$ cat config.mk
export PLATFORM = sky130hd
export DESIGN_NAME = decompressor_ring
export DESIGN_NICKNAME = d
export VERILOG_FILES = /design/src/rtl/decompressor_ring_pkg.sv /design/src/rtl/decompressor_ring_extract.sv /design/src/rtl/decompressor_ring.sv
export SDC_FILE = /design/constraint.sdc
export NUM_CORES = 1
export LEC_CHECK = 0
export ABC_AREA = 1
export BUFFER_PORTS_ARGS = -buffer_cell sky130_fd_sc_hd__clkbuf_2
export CORE_UTILIZATION = 65
export CTS_CLUSTER_DIAMETER = 40
export DETAILED_ROUTE_END_ITERATION = 16
export PLACE_DENSITY = 0.93
export SETUP_SLACK_MARGIN = 0.2
export SKIP_LAST_GASP = 1
export SLEW_MARGIN = 10
export SYNTH_ARGS = -nofsm -noshare
export SYNTH_HDL_FRONTEND = slang
export SYNTH_SLANG_ARGS = --single-unit
$ cat constraint.sdc
create_clock -name clk -period 5.2 [get_ports clk]
set_input_delay 1.04 -clock clk [delete_from_list [all_inputs] [get_ports clk]]
set_output_delay 1.04 -clock clk [all_outputs]
set_load 0.02 [all_outputs]
$ cat src/rtl/decompressor_ring_pkg.sv
// ---------------------------------------------------------------------------
// decompressor_ring_pkg
// Shared definitions for the bitstream decompressor: state encodings, buffer
// geometry, the bit-width clamp constant and small helper functions.
// Optional feature macro used by the design: DECOMP_SIGN_EXT_EN
// ---------------------------------------------------------------------------
package decompressor_ring_pkg;

  localparam int MAXBITWIDTH    = 16;
  localparam int INPUT_BITWIDTH = 16;
  localparam int BUF_SIZE       = 2 * INPUT_BITWIDTH;
  localparam int FILL_W         = 6;   // holds 0..32
  localparam int BITS_LEFT_W    = 37;  // 32-bit count times up to 16 bits

  // Widths of 0 or above the maximum fall back to the full width.
  localparam logic [4:0] BW_CLAMP = 5'd16;

  typedef enum logic [1:0] {
    S_IDLE = 2'd0,
    S_RUN  = 2'd1,
    S_DONE = 2'd2
  } state_t;

  // Map an unsupported configured width onto the full width.
  function automatic logic [4:0] clamp_bw(input logic [4:0] bw);
    logic [4:0] res;
    if ((bw == 5'd0) || (bw > BW_CLAMP)) begin
      res = BW_CLAMP;
    end else begin
      res = bw;
    end
    return res;
  endfunction

  // Low-order mask of bw ones (bw in 1..16); 17-bit intermediate keeps bw=16 exact.
  function automatic logic [15:0] value_mask(input logic [4:0] bw);
    logic [16:0] one_hot;
    one_hot = 17'd1 << bw;
    return 16'(one_hot - 17'd1);
  endfunction

endpackage

$ cat src/rtl/decompressor_ring_extract.sv
// ---------------------------------------------------------------------------
// decompressor_ring_extract
// Combinational field extractor: takes the low 16 buffer bits and the active
// value width, masks off the value and widens it to MAXBITWIDTH.
// With DECOMP_SIGN_EXT_EN defined the value is sign-extended from bit bw-1,
// otherwise it is zero-extended.
// Ports:
//   bits_i  [15:0]  low bits of the bit buffer
//   bw_i    [4:0]   value width, 1..16
//   value_o [15:0]  extended value
// ---------------------------------------------------------------------------
module decompressor_ring_extract
  import decompressor_ring_pkg::*;
(
  input  logic [15:0] bits_i,
  input  logic [4:0]  bw_i,
  output logic [15:0] value_o
);

  logic [15:0] mask_s;
  logic [15:0] raw_s;
  logic        sign_s;

  // Mask the field and apply the configured extension.
  always_comb begin
    mask_s  = value_mask(bw_i);
    raw_s   = bits_i & mask_s;
    sign_s  = bits_i[4'(bw_i - 5'd1)];
`ifdef DECOMP_SIGN_EXT_EN
    if (sign_s) begin
      value_o = raw_s | ~mask_s;
    end else begin
      value_o = raw_s;
    end
`else
    if (sign_s) begin
      value_o = raw_s;   // unsigned codes: sign bit carries no extension
    end else begin
      value_o = raw_s;
    end
`endif
  end

endmodule

$ cat src/rtl/decompressor_ring.sv
// ---------------------------------------------------------------------------
// decompressor_ring
// Unpacks a dense LSB-first stream of 16-bit words holding back-to-back
// bw-bit values and emits one widened value per output handshake.
// Optional feature macro: DECOMP_SIGN_EXT_EN (sign-extend instead of
// zero-extend the emitted values).
// Ports:
//   clk, rstn                  clock, async active-low reset
//   start                      latch config and begin a frame (IDLE only)
//   bitwidth_d [4:0]           packed value width (0 or >16 treated as 16)
//   num_of_output_values [31:0] values in the frame
//   rcv_valid/rcv_data/rcv_ready  packed word input handshake
//   trm_valid/trm_data/trm_last/trm_ready  unpacked value output handshake
//   done                       one-cycle pulse at frame end
// All outputs are flops; next values are computed from next-state so the
// handshake timing matches a purely state-derived interface (a word accepted
// in cycle t yields its first value in t+1).
// ---------------------------------------------------------------------------
module decompressor_ring
  import decompressor_ring_pkg::*;
(
  input  logic        clk,
  input  logic        rstn,
  input  logic        start,
  input  logic [4:0]  bitwidth_d,
  input  logic [31:0] num_of_output_values,
  input  logic        rcv_valid,
  input  logic [15:0] rcv_data,
  output logic        rcv_ready,
  output logic        trm_valid,
  output logic [15:0] trm_data,
  output logic        trm_last,
  input  logic        trm_ready,
  output logic        done
);

  state_t                   state_q, state_d;
  logic [BUF_SIZE-1:0]      buf_q, buf_d;
  logic [FILL_W-1:0]        fill_q, fill_d;
  logic [4:0]               bw_q, bw_d;
  logic [31:0]              n_q, n_d;
  logic [31:0]              out_cnt_q, out_cnt_d;
  logic [BITS_LEFT_W-1:0]   bits_left_q, bits_left_d;

  logic                     rcv_ready_q, rcv_ready_d;
  logic                     trm_valid_q, trm_valid_d;
  logic [15:0]              trm_data_q, trm_data_d;
  logic                     trm_last_q, trm_last_d;
  logic                     done_q, done_d;

  logic                     pop_s, push_s, done_pulse_s;
  logic [4:0]               start_bw_s;
  logic [FILL_W-1:0]        sh_s;
  logic [BUF_SIZE-1:0]      push_word_s;
  logic [15:0]              ext_value_s;

  assign pop_s       = trm_valid_q & trm_ready;
  assign push_s      = rcv_valid & rcv_ready_q;
  assign sh_s        = pop_s ? {1'b0, bw_q} : 6'd0;
  // New word lands directly above the bits that survive this cycle's pop.
  assign push_word_s = push_s ? ({16'd0, rcv_data} << (fill_q - sh_s)) : 32'd0;
  assign start_bw_s  = clamp_bw(bitwidth_d);

  // Frame control and bit-buffer next state.
  always_comb begin
    state_d      = state_q;
    buf_d        = buf_q;
    fill_d       = fill_q;
    bw_d         = bw_q;
    n_d          = n_q;
    out_cnt_d    = out_cnt_q;
    bits_left_d  = bits_left_q;
    done_pulse_s = 1'b0;
    case (state_q)
      S_IDLE: begin
        if (start) begin
          bw_d        = start_bw_s;
          n_d         = num_of_output_values;
          bits_left_d = 37'(num_of_output_values) * 37'(start_bw_s);
          fill_d      = 6'd0;
          buf_d       = 32'd0;
          out_cnt_d   = 32'd0;
          if (num_of_output_values == 32'd0) begin
            state_d      = S_IDLE;
            done_pulse_s = 1'b1;
          end else begin
            state_d = S_RUN;
          end
        end else begin
          state_d = S_IDLE;
        end
      end
      S_RUN: begin
        buf_d  = (buf_q >> sh_s) | push_word_s;
        fill_d = fill_q - sh_s + (push_s ? 6'd16 : 6'd0);
        if (push_s) begin
          bits_left_d = (bits_left_q > 37'd16) ? (bits_left_q - 37'd16) : 37'd0;
        end else begin
          bits_left_d = bits_left_q;
        end
        if (pop_s) begin
          out_cnt_d = out_cnt_q + 32'd1;
        end else begin
          out_cnt_d = out_cnt_q;
        end
        if (pop_s && trm_last_q) begin
          // Padding bits left after the final value are dropped.
          state_d = S_DONE;
          fill_d  = 6'd0;
          buf_d   = 32'd0;
        end else begin
          state_d = S_RUN;
        end
      end
      S_DONE: begin
        state_d = S_IDLE;
      end
      default: begin
        state_d = S_IDLE;
      end
    endcase
  end

  decompressor_ring_extract u_extract (
    .bits_i  (buf_d[15:0]),
    .bw_i    (bw_d),
    .value_o (ext_value_s)
  );

  // Next values of the registered outputs, derived from next state.
  always_comb begin
    trm_valid_d = (state_d == S_RUN) && (fill_d >= {1'b0, bw_d});
    trm_last_d  = trm_valid_d && (out_cnt_d == (n_d - 32'd1));
    rcv_ready_d = (state_d == S_RUN) && (fill_d <= 6'd16) && (bits_left_d != 37'd0);
    done_d      = (state_d == S_DONE) || done_pulse_s;
    if (trm_valid_d) begin
      trm_data_d = ext_value_s;
    end else begin
      trm_data_d = 16'd0;
    end
  end

  // State, datapath and output registers.
  always_ff @(posedge clk or negedge rstn) begin
    if (!rstn) begin
      state_q     <= S_IDLE;
      buf_q       <= 32'd0;
      fill_q      <= 6'd0;
      bw_q        <= 5'd0;
      n_q         <= 32'd0;
      out_cnt_q   <= 32'd0;
      bits_left_q <= 37'd0;
      rcv_ready_q <= 1'b0;
      trm_valid_q <= 1'b0;
      trm_data_q  <= 16'd0;
      trm_last_q  <= 1'b0;
      done_q      <= 1'b0;
    end else begin
      state_q     <= state_d;
      buf_q       <= buf_d;
      fill_q      <= fill_d;
      bw_q        <= bw_d;
      n_q         <= n_d;
      out_cnt_q   <= out_cnt_d;
      bits_left_q <= bits_left_d;
      rcv_ready_q <= rcv_ready_d;
      trm_valid_q <= trm_valid_d;
      trm_data_q  <= trm_data_d;
      trm_last_q  <= trm_last_d;
      done_q      <= done_d;
    end
  end

  assign rcv_ready = rcv_ready_q;
  assign trm_valid = trm_valid_q;
  assign trm_data  = trm_data_q;
  assign trm_last  = trm_last_q;
  assign done      = done_q;

endmodule

* Word level (Yosys, flattened, before mapping)
Index checks and enable logic that the tools add are counted.
** Word-level totals
- Flip-flop bits (word level) :: 166
- Logic and storage cells :: 78
- Input port bits :: 58
- Output and inout port bits :: 20
** Operators by class
- Reductions and logical operators :: 13
- Bitwise gates (word level) :: 4
- Shift operators :: 3
- Equality and inequality tests :: 5
- Order comparisons :: 4
- Multipliers :: 1
- Add/subtract/negate cells :: 6
- Muxes and demuxes :: 29
** Operators by type and width (number)
- 2-to-1 mux 32 bit :: 7
- one-hot mux 32 bit (2 select lines) :: 2
- 2-to-1 mux 37 bit :: 3
- one-hot mux 37 bit (2 select lines) :: 1
- greater-than comparator 37 x 5 -> 1 bit, second input constant :: 1
- multiplier 32 x 5 -> 37 bit :: 1
- nonzero test 37 bit :: 1
- subtractor 37 x 5 -> 37 bit, second input constant :: 1
- adder 32 x 1 -> 32 bit, second input constant :: 1
- equality test 32 bit :: 1
- zero test 32 bit :: 1
- bitwise OR 32 bit :: 1
- << shifter 16 x 6 -> 32 bit :: 1
- right shift 32 x 5 -> 32 bit :: 1
- subtractor 32 x 1 -> 32 bit, second input constant :: 1
- 2-to-1 mux 5 bit :: 5
- AND 16 bit :: 1
- 2-to-1 mux 16 bit :: 1
- << shifter 1 x 5 -> 16 bit, first input constant :: 1
- subtractor 16 x 1 -> 16 bit, second input constant :: 1
- 2-to-1 mux 6 bit :: 2
- one-hot mux 6 bit (2 select lines) :: 1
- adder 6 x 5 -> 6 bit :: 1
- greater-or-equal comparator 6 x 5 -> 1 bit :: 1
- 16 further kinds :: 27

* Logic depth before layout (Yosys ltp)
- Word-level depth :: 10
- Gate-level depth with buffers :: 34
- Depth with buffers taken out :: 32

* Cells and area by module
A second synthesis with hierarchy kept.
** Unflattened totals
- Cell total of the unflattened synthesis :: 3380
- Area total of the unflattened synthesis :: 20081.8 um^2
** Modules (own cells, without submodules)
- decompressor_ring :: cells each 3297, seq. area each 4154.0 um^2, area an instance 19647.6 um^2, instances 1
- decompressor_ring_extract :: cells each 83, seq. area each 0.0 um^2, area an instance 434.2 um^2, instances 1

* Worst setup path before layout
No wires, ideal clock.
- Path type :: input -> register
- Start :: input port bitwidth_d[3]
- End :: register rcv_ready_q (netlist: rcv_ready)
- Cell stages on the path :: 27
- Slack :: -416 ps
- Arrival time :: 5493 ps
- Data required time :: 5077 ps
- Buffers on the path :: 2
- Setup time :: 123 ps
- Cell sequence :: inv_1 > nand4_1 > ha_1 > nor2_1 > inv_1 > clkbuf_1 > clkbuf_1 > nor2_1 > fa_1 > fa_1 > inv_1 > fa_1 > inv_1 > ha_1 > nand2_1 > inv_1 > a21oi_1 > nor2_1 > nor2_1 > nand2_1 > and2_1 > o21ai_0 > nand3_1 > a21oi_1 > nand3_1 > nor2_1 > nor2_1
** On the way
- Longest elaborated chain between the ends :: 8
- Elaborated cells between the ends (all ways) :: 9
- Those cells by class :: 1 x mul; 1 x order compare; 3 x mux; 4 x reduce/logical
** Ends and longest elaborated chain
- start, declared :: line decompressor_ring.sv:25 : input logic [4:0] bitwidth_d,
- greater-than comparator 5 bit or zero test 5 bit (tied branches) :: line decompressor_ring_pkg.sv:27 : if ((bw == 5'd0) || (bw > BW_CLAMP)) begin
- logical OR 1 bit :: line decompressor_ring_pkg.sv:27
- 2-to-1 mux 5 bit * :: line decompressor_ring_pkg.sv:27
- multiplier 32 x 5 -> 37 bit * :: line decompressor_ring.sv:79 : bits_left_d = 37'(num_of_output_values) * 37'(start_bw_s);
- 2-to-1 mux 37 bit * :: line decompressor_ring.sv:76 : if (start) begin
- one-hot mux 37 bit (2 select lines) * :: line decompressor_ring.sv:74 : case (state_q)
- nonzero test 37 bit * :: line decompressor_ring.sv:134 : rcv_ready_d = (state_d == S_RUN) && (fill_d <= 6'd16) && (bits_left_d != 37'd0);
- logical AND 1 bit * :: line decompressor_ring.sv:134
- named net rcv_ready_d :: line decompressor_ring.sv:45 : logic rcv_ready_q, rcv_ready_d;
- end signal, assigned :: line decompressor_ring.sv:166 : rcv_ready_q <= rcv_ready_d;
- end, declared :: line decompressor_ring.sv:45
The timed path passes the listed nets; every way through them passes the cells marked *.
A chain may end at the register's enable or synchronous reset.

* Worst setup path after layout
- Start :: input port bitwidth_d[2]
- End :: register rcv_ready_q (netlist: rcv_ready)
** On the way
- Longest elaborated chain between the ends :: 8
- Elaborated cells between the ends (all ways) :: 9
- Those cells by class :: 1 x mul; 1 x order compare; 3 x mux; 4 x reduce/logical
** Ends and longest elaborated chain
- greater-than comparator 5 bit or zero test 5 bit (tied branches) :: line decompressor_ring_pkg.sv:27
- logical OR 1 bit :: line decompressor_ring_pkg.sv:27
- 2-to-1 mux 5 bit * :: line decompressor_ring_pkg.sv:27
- multiplier 32 x 5 -> 37 bit * :: line decompressor_ring.sv:79
- 2-to-1 mux 37 bit * :: line decompressor_ring.sv:76
- one-hot mux 37 bit (2 select lines) * :: line decompressor_ring.sv:74
- named net bits_left_d[8] :: line decompressor_ring.sv:43 : logic [BITS_LEFT_W-1:0] bits_left_q, bits_left_d;
- nonzero test 37 bit * :: line decompressor_ring.sv:134
- logical AND 1 bit * :: line decompressor_ring.sv:134
- named net rcv_ready_d :: line decompressor_ring.sv:45
Marks and branches as above.

==> impl_results.md <==
* # hold bufs at CTS at 0
* WP buf/inv at 8
* CTS clk-pin slew, worst paths at 80 ps
* CP delay by family, top: adder cells
* Layout cells sized above 1 at 17.3%
* Root buffer cell: clkbuf_16
* Skew-Pair Late Insertion Delay at 480 ps
* Synth Area in Compound Gates at 11.7%
* Max_slew headroom at 35.1%
* Row Count at 63
* Vias in the first global route at 21600
* Run status: complete, but fails checks
* Layout Nets at 3688
* Gate power share at 67.9%
* FF-to-FF Start: trm_valid
* Max-Cap Viols at 0
* CTS tree: done
* Multiplexer area fraction after synthesis at 0.560%
* Largest family of logic cells by synthesized area: simple AND/OR/NAND/NOR gates
* Initial antenna violation count at 1
* Drt wl/cell at 17.8 microns
* Worst Tran Pin Value at 974 ps
* Sw Pwr at 5.98 mW
* CP Max Fanout at 8
* Antenna viol nets, final at 0
* Area growth, synth to finish at 19.9%
* Number of synthesized flops with an enable pin at 0
* Hpwl dp at 53.0 mm
* Internal Power at 5.02 mW
* Crit path time final at 5450 ps
* Post-Synth XOR/XNOR Area at 1.60%
* Top FF cell, synth: dfrtp_1
* Leak at 12.5 nW
* Sink Count at 166
* Startpoint Class: input pin
* DR pass1 iterations at 7
* Synthesized flop and latch total at 166
* Arrival @ worst endpoint at 5800 ps
* Longest Clk Path Bufs at 2
* Mapped cell area at 19600 sq um
* Post-Route WL at 69.1 mm
* Violated checks: negative setup slack
* Total global routing overflow at 0
* PD cells at 467 nW/um^2
* Critical-path top delay cell: fa_1
* Yosys cell types at 52
* Worst R2R End: trm_data[3]
* Net Count, Synth at 3515
* Iteration-0 DRC Markers at 2861
* Final TNS setup at -430 ps
* Hold-critical path endpoint: buf_q[3]
* Hold Path Class: register to register
* Skew final at 10.7 ps
* Core area at 29700 sq um
* Synthesized area per cell at 5.95 sq um
* Gpl congestion at 1.06
* Hold Path Stages at 2
* First-pass GRT wire length at 107 mm
* Final Cycle Share at 105%
* Area of the multi-input gates at 14200 sq um
* Register area at 4150 sq um
* Post-synthesis simple-gate area fraction at 38.3%
* Post-synthesis sequential area ratio at 21.1%
* Setup CP Type: input pin to register
* Total power at 11.0 mW
* Htree depth at 4
* Hold Startpoint: buf_q[3]
* CP required at 5540 ps
* Setup violators final at 2
* Vias per inst at 5.93
* YS warnings at 0
* Die width at 176 microns
* Syn Inst Count at 3303
* Worst path most repeated cell: nand2_1
* VDD IR max at 0.284 mV
* # DRC at 0
* Final worst setup slack at -252 ps
* Peak Freq at 183 MHz
* Overall routing resource usage at 44.4%
* Fraction of power spent switching nets at 54.4%
* PortBufs at 77
* Die footprint at 30900 sq um
* Flop pwr share at 19.1%
* Die Height at 176 microns
* Slew Viols, Final at 0
* FFs w/ async S/R, synth at 100%
* Via count at 23000
* Pin count of the biggest net entering global routing at 103
* Initial Util at 66.1%
* Num CTS Buffers at 17
* Reg-to-reg slack, setup at 1100 ps
* Hold slack at 526 ps
* Worst reg-to-reg path cell count at 20
* Clock Power Share at 13.1%
* Post-synthesis adder-cell area fraction at 13.3%
* FILL cells at 2175
* Crit. End Element: register
* Crit path largest cell delay at 560 ps
* RSZ-0062 raised after global routing: yes
* Final hold viol count at 0
* I/O Pins at 78
* # diodes at 0
logic make-up (layout without fill, tap and decap cells):
| family | Yosys count | count (layout) |
|---|---|---|
| AOI/OAI and AO/OA | 418 | 418 |
| xor gates and xnor gates | 36 | 36 |
| adders and majority gates | 154 | 154 |
| buffers and inverters | 682 | 868 |
| DFF | 166 | 166 |
| muxes | 11 | 11 |
| and+or+nand+nor | 1836 | 1836 |
synthesized netlist by cell type, drive strengths merged (7+ instances only):
cell type	instances	area share, %
or2	12	0.38
buf	30	0.94
a21oi	73	1.9
o21a	7	0.27
clkbuf	70	1.3
nor2	452	8.9
xor2	30	1.3
nor4	11	0.35
nand3b	8	0.31
nand3	204	5.3
o211ai	17	0.65
o22ai	18	0.57
nand2	1064	20
nand4	47	1.5
o21ai	271	7.1
and2	10	0.32
fa	91	9.3
inv	577	11
mux2i	11	0.56
ha	63	4.0
a22oi	7	0.27
nor3	25	0.69
dfrtp	166	21
cell type report:
cell class	count	area share, %
multi-input combinational	2455	60.2
clock buffer	17	1.81
clock inverter	15	0.993
sequential	166	17.6
timing repair buffer	254	7.97
tap	390	2.07
inverter	582	9.35
power groups by stage:
stage / clock network, mW / logic (mW) / registers (mW)
6_report: 1.44 / 7.46 / 2.10
5_1_grt: 1.48 / 8.19 / 2.13
3_5_place_dp: 0 / 6.88 / 2.10
4_1_cts: 1.43 / 7.06 / 2.08
2_1_floorplan: 0 / 4.78 / 2.06
3_3_place_gp: 0 / 6.71 / 2.07
flip-flops by register name, indices dropped and copies added, names as in the netlist:
name,count
bits_left_q,37
buf_q,32
n_q,32
out_cnt_q,32
trm_data,16
fill_q,6
bw_q,5
state_q,2
done,1
rcv_ready,1
trm_last,1
trm_valid,1
stage by stage:
step                      utilization [%]  worst slack (ps)  instance area, sq um  cells
after floorplan                         -              -109                 20400   3303
after global placement               74.4              -811                 22100   3834
after detailed placement             74.4              -923                 22100   3834
after CTS                            77.7              -112                 23100   3872
after global routing                 79.3              -494                 23600   3879
final                                79.3              -252                 23600   3879
layout by cell type, fill, tap and decap left out, types with 7 or more instances in the layout:
cell,n
nand2_1,971
inv_1,535
nor2_1,366
o21ai_0,214
nand3_1,183
dfrtp_1,166
buf_4,163
fa_1,90
clkbuf_2,73
nand2_2,71
a21oi_1,61
nor2_4,49
nand4_1,47
o21ai_1,44
inv_2,38
nor2_2,37
ha_1,34
xor2_1,30
ha_4,29
nor3_1,22
nand2_4,22
nand3_2,19
o22ai_1,18
o211ai_1,17
clkbuf_16,17
o21ai_2,13
mux2i_1,11
or2_2,11
nor4_1,11
nand3b_1,8
a21oi_2,8
buf_12,8
inv_8,7
a22oi_1,7
o21a_1,7
worst min-delay path: stages (launching register included):
cell	delay (ps)
dfrtp_1	350
nand2_1	80
nand2_1	70
timing repair:
| action | in CTS | in global routing |
|---|---|---|
| pin swaps | 67 | 104 |
| setup buffers | 6 | 7 |
| resized for setup | 80 | 135 |
| endpoints found under the setup margin | 13 | 27 |
per-layer routing:
layer | global-route usage, % | share of wire [%] | up-vias
li1 | - | - | 10600
met1 | 54.8 | 37 | 10600
met2 | 71.6 | 46 | 1480
met3 | 11.6 | 11 | 355
met4 | 22.7 | 5.6 | 2
met5 | 0 | 0.020 | -
worst max path at each step:
stage / startpoint / endpoint / slack (ps) / cells past startpoint
floorplan: bitwidth_d[3] / rcv_ready / -110 / 29
global placement: bitwidth_d[3] / rcv_ready / -810 / 30
detailed placement: bitwidth_d[3] / rcv_ready / -920 / 30
CTS: bitwidth_d[2] / rcv_ready / -110 / 29
global route: bitwidth_d[2] / rcv_ready / -490 / 31
finish: bitwidth_d[2] / rcv_ready / -250 / 31
Power figures use the tool's default switching activity.
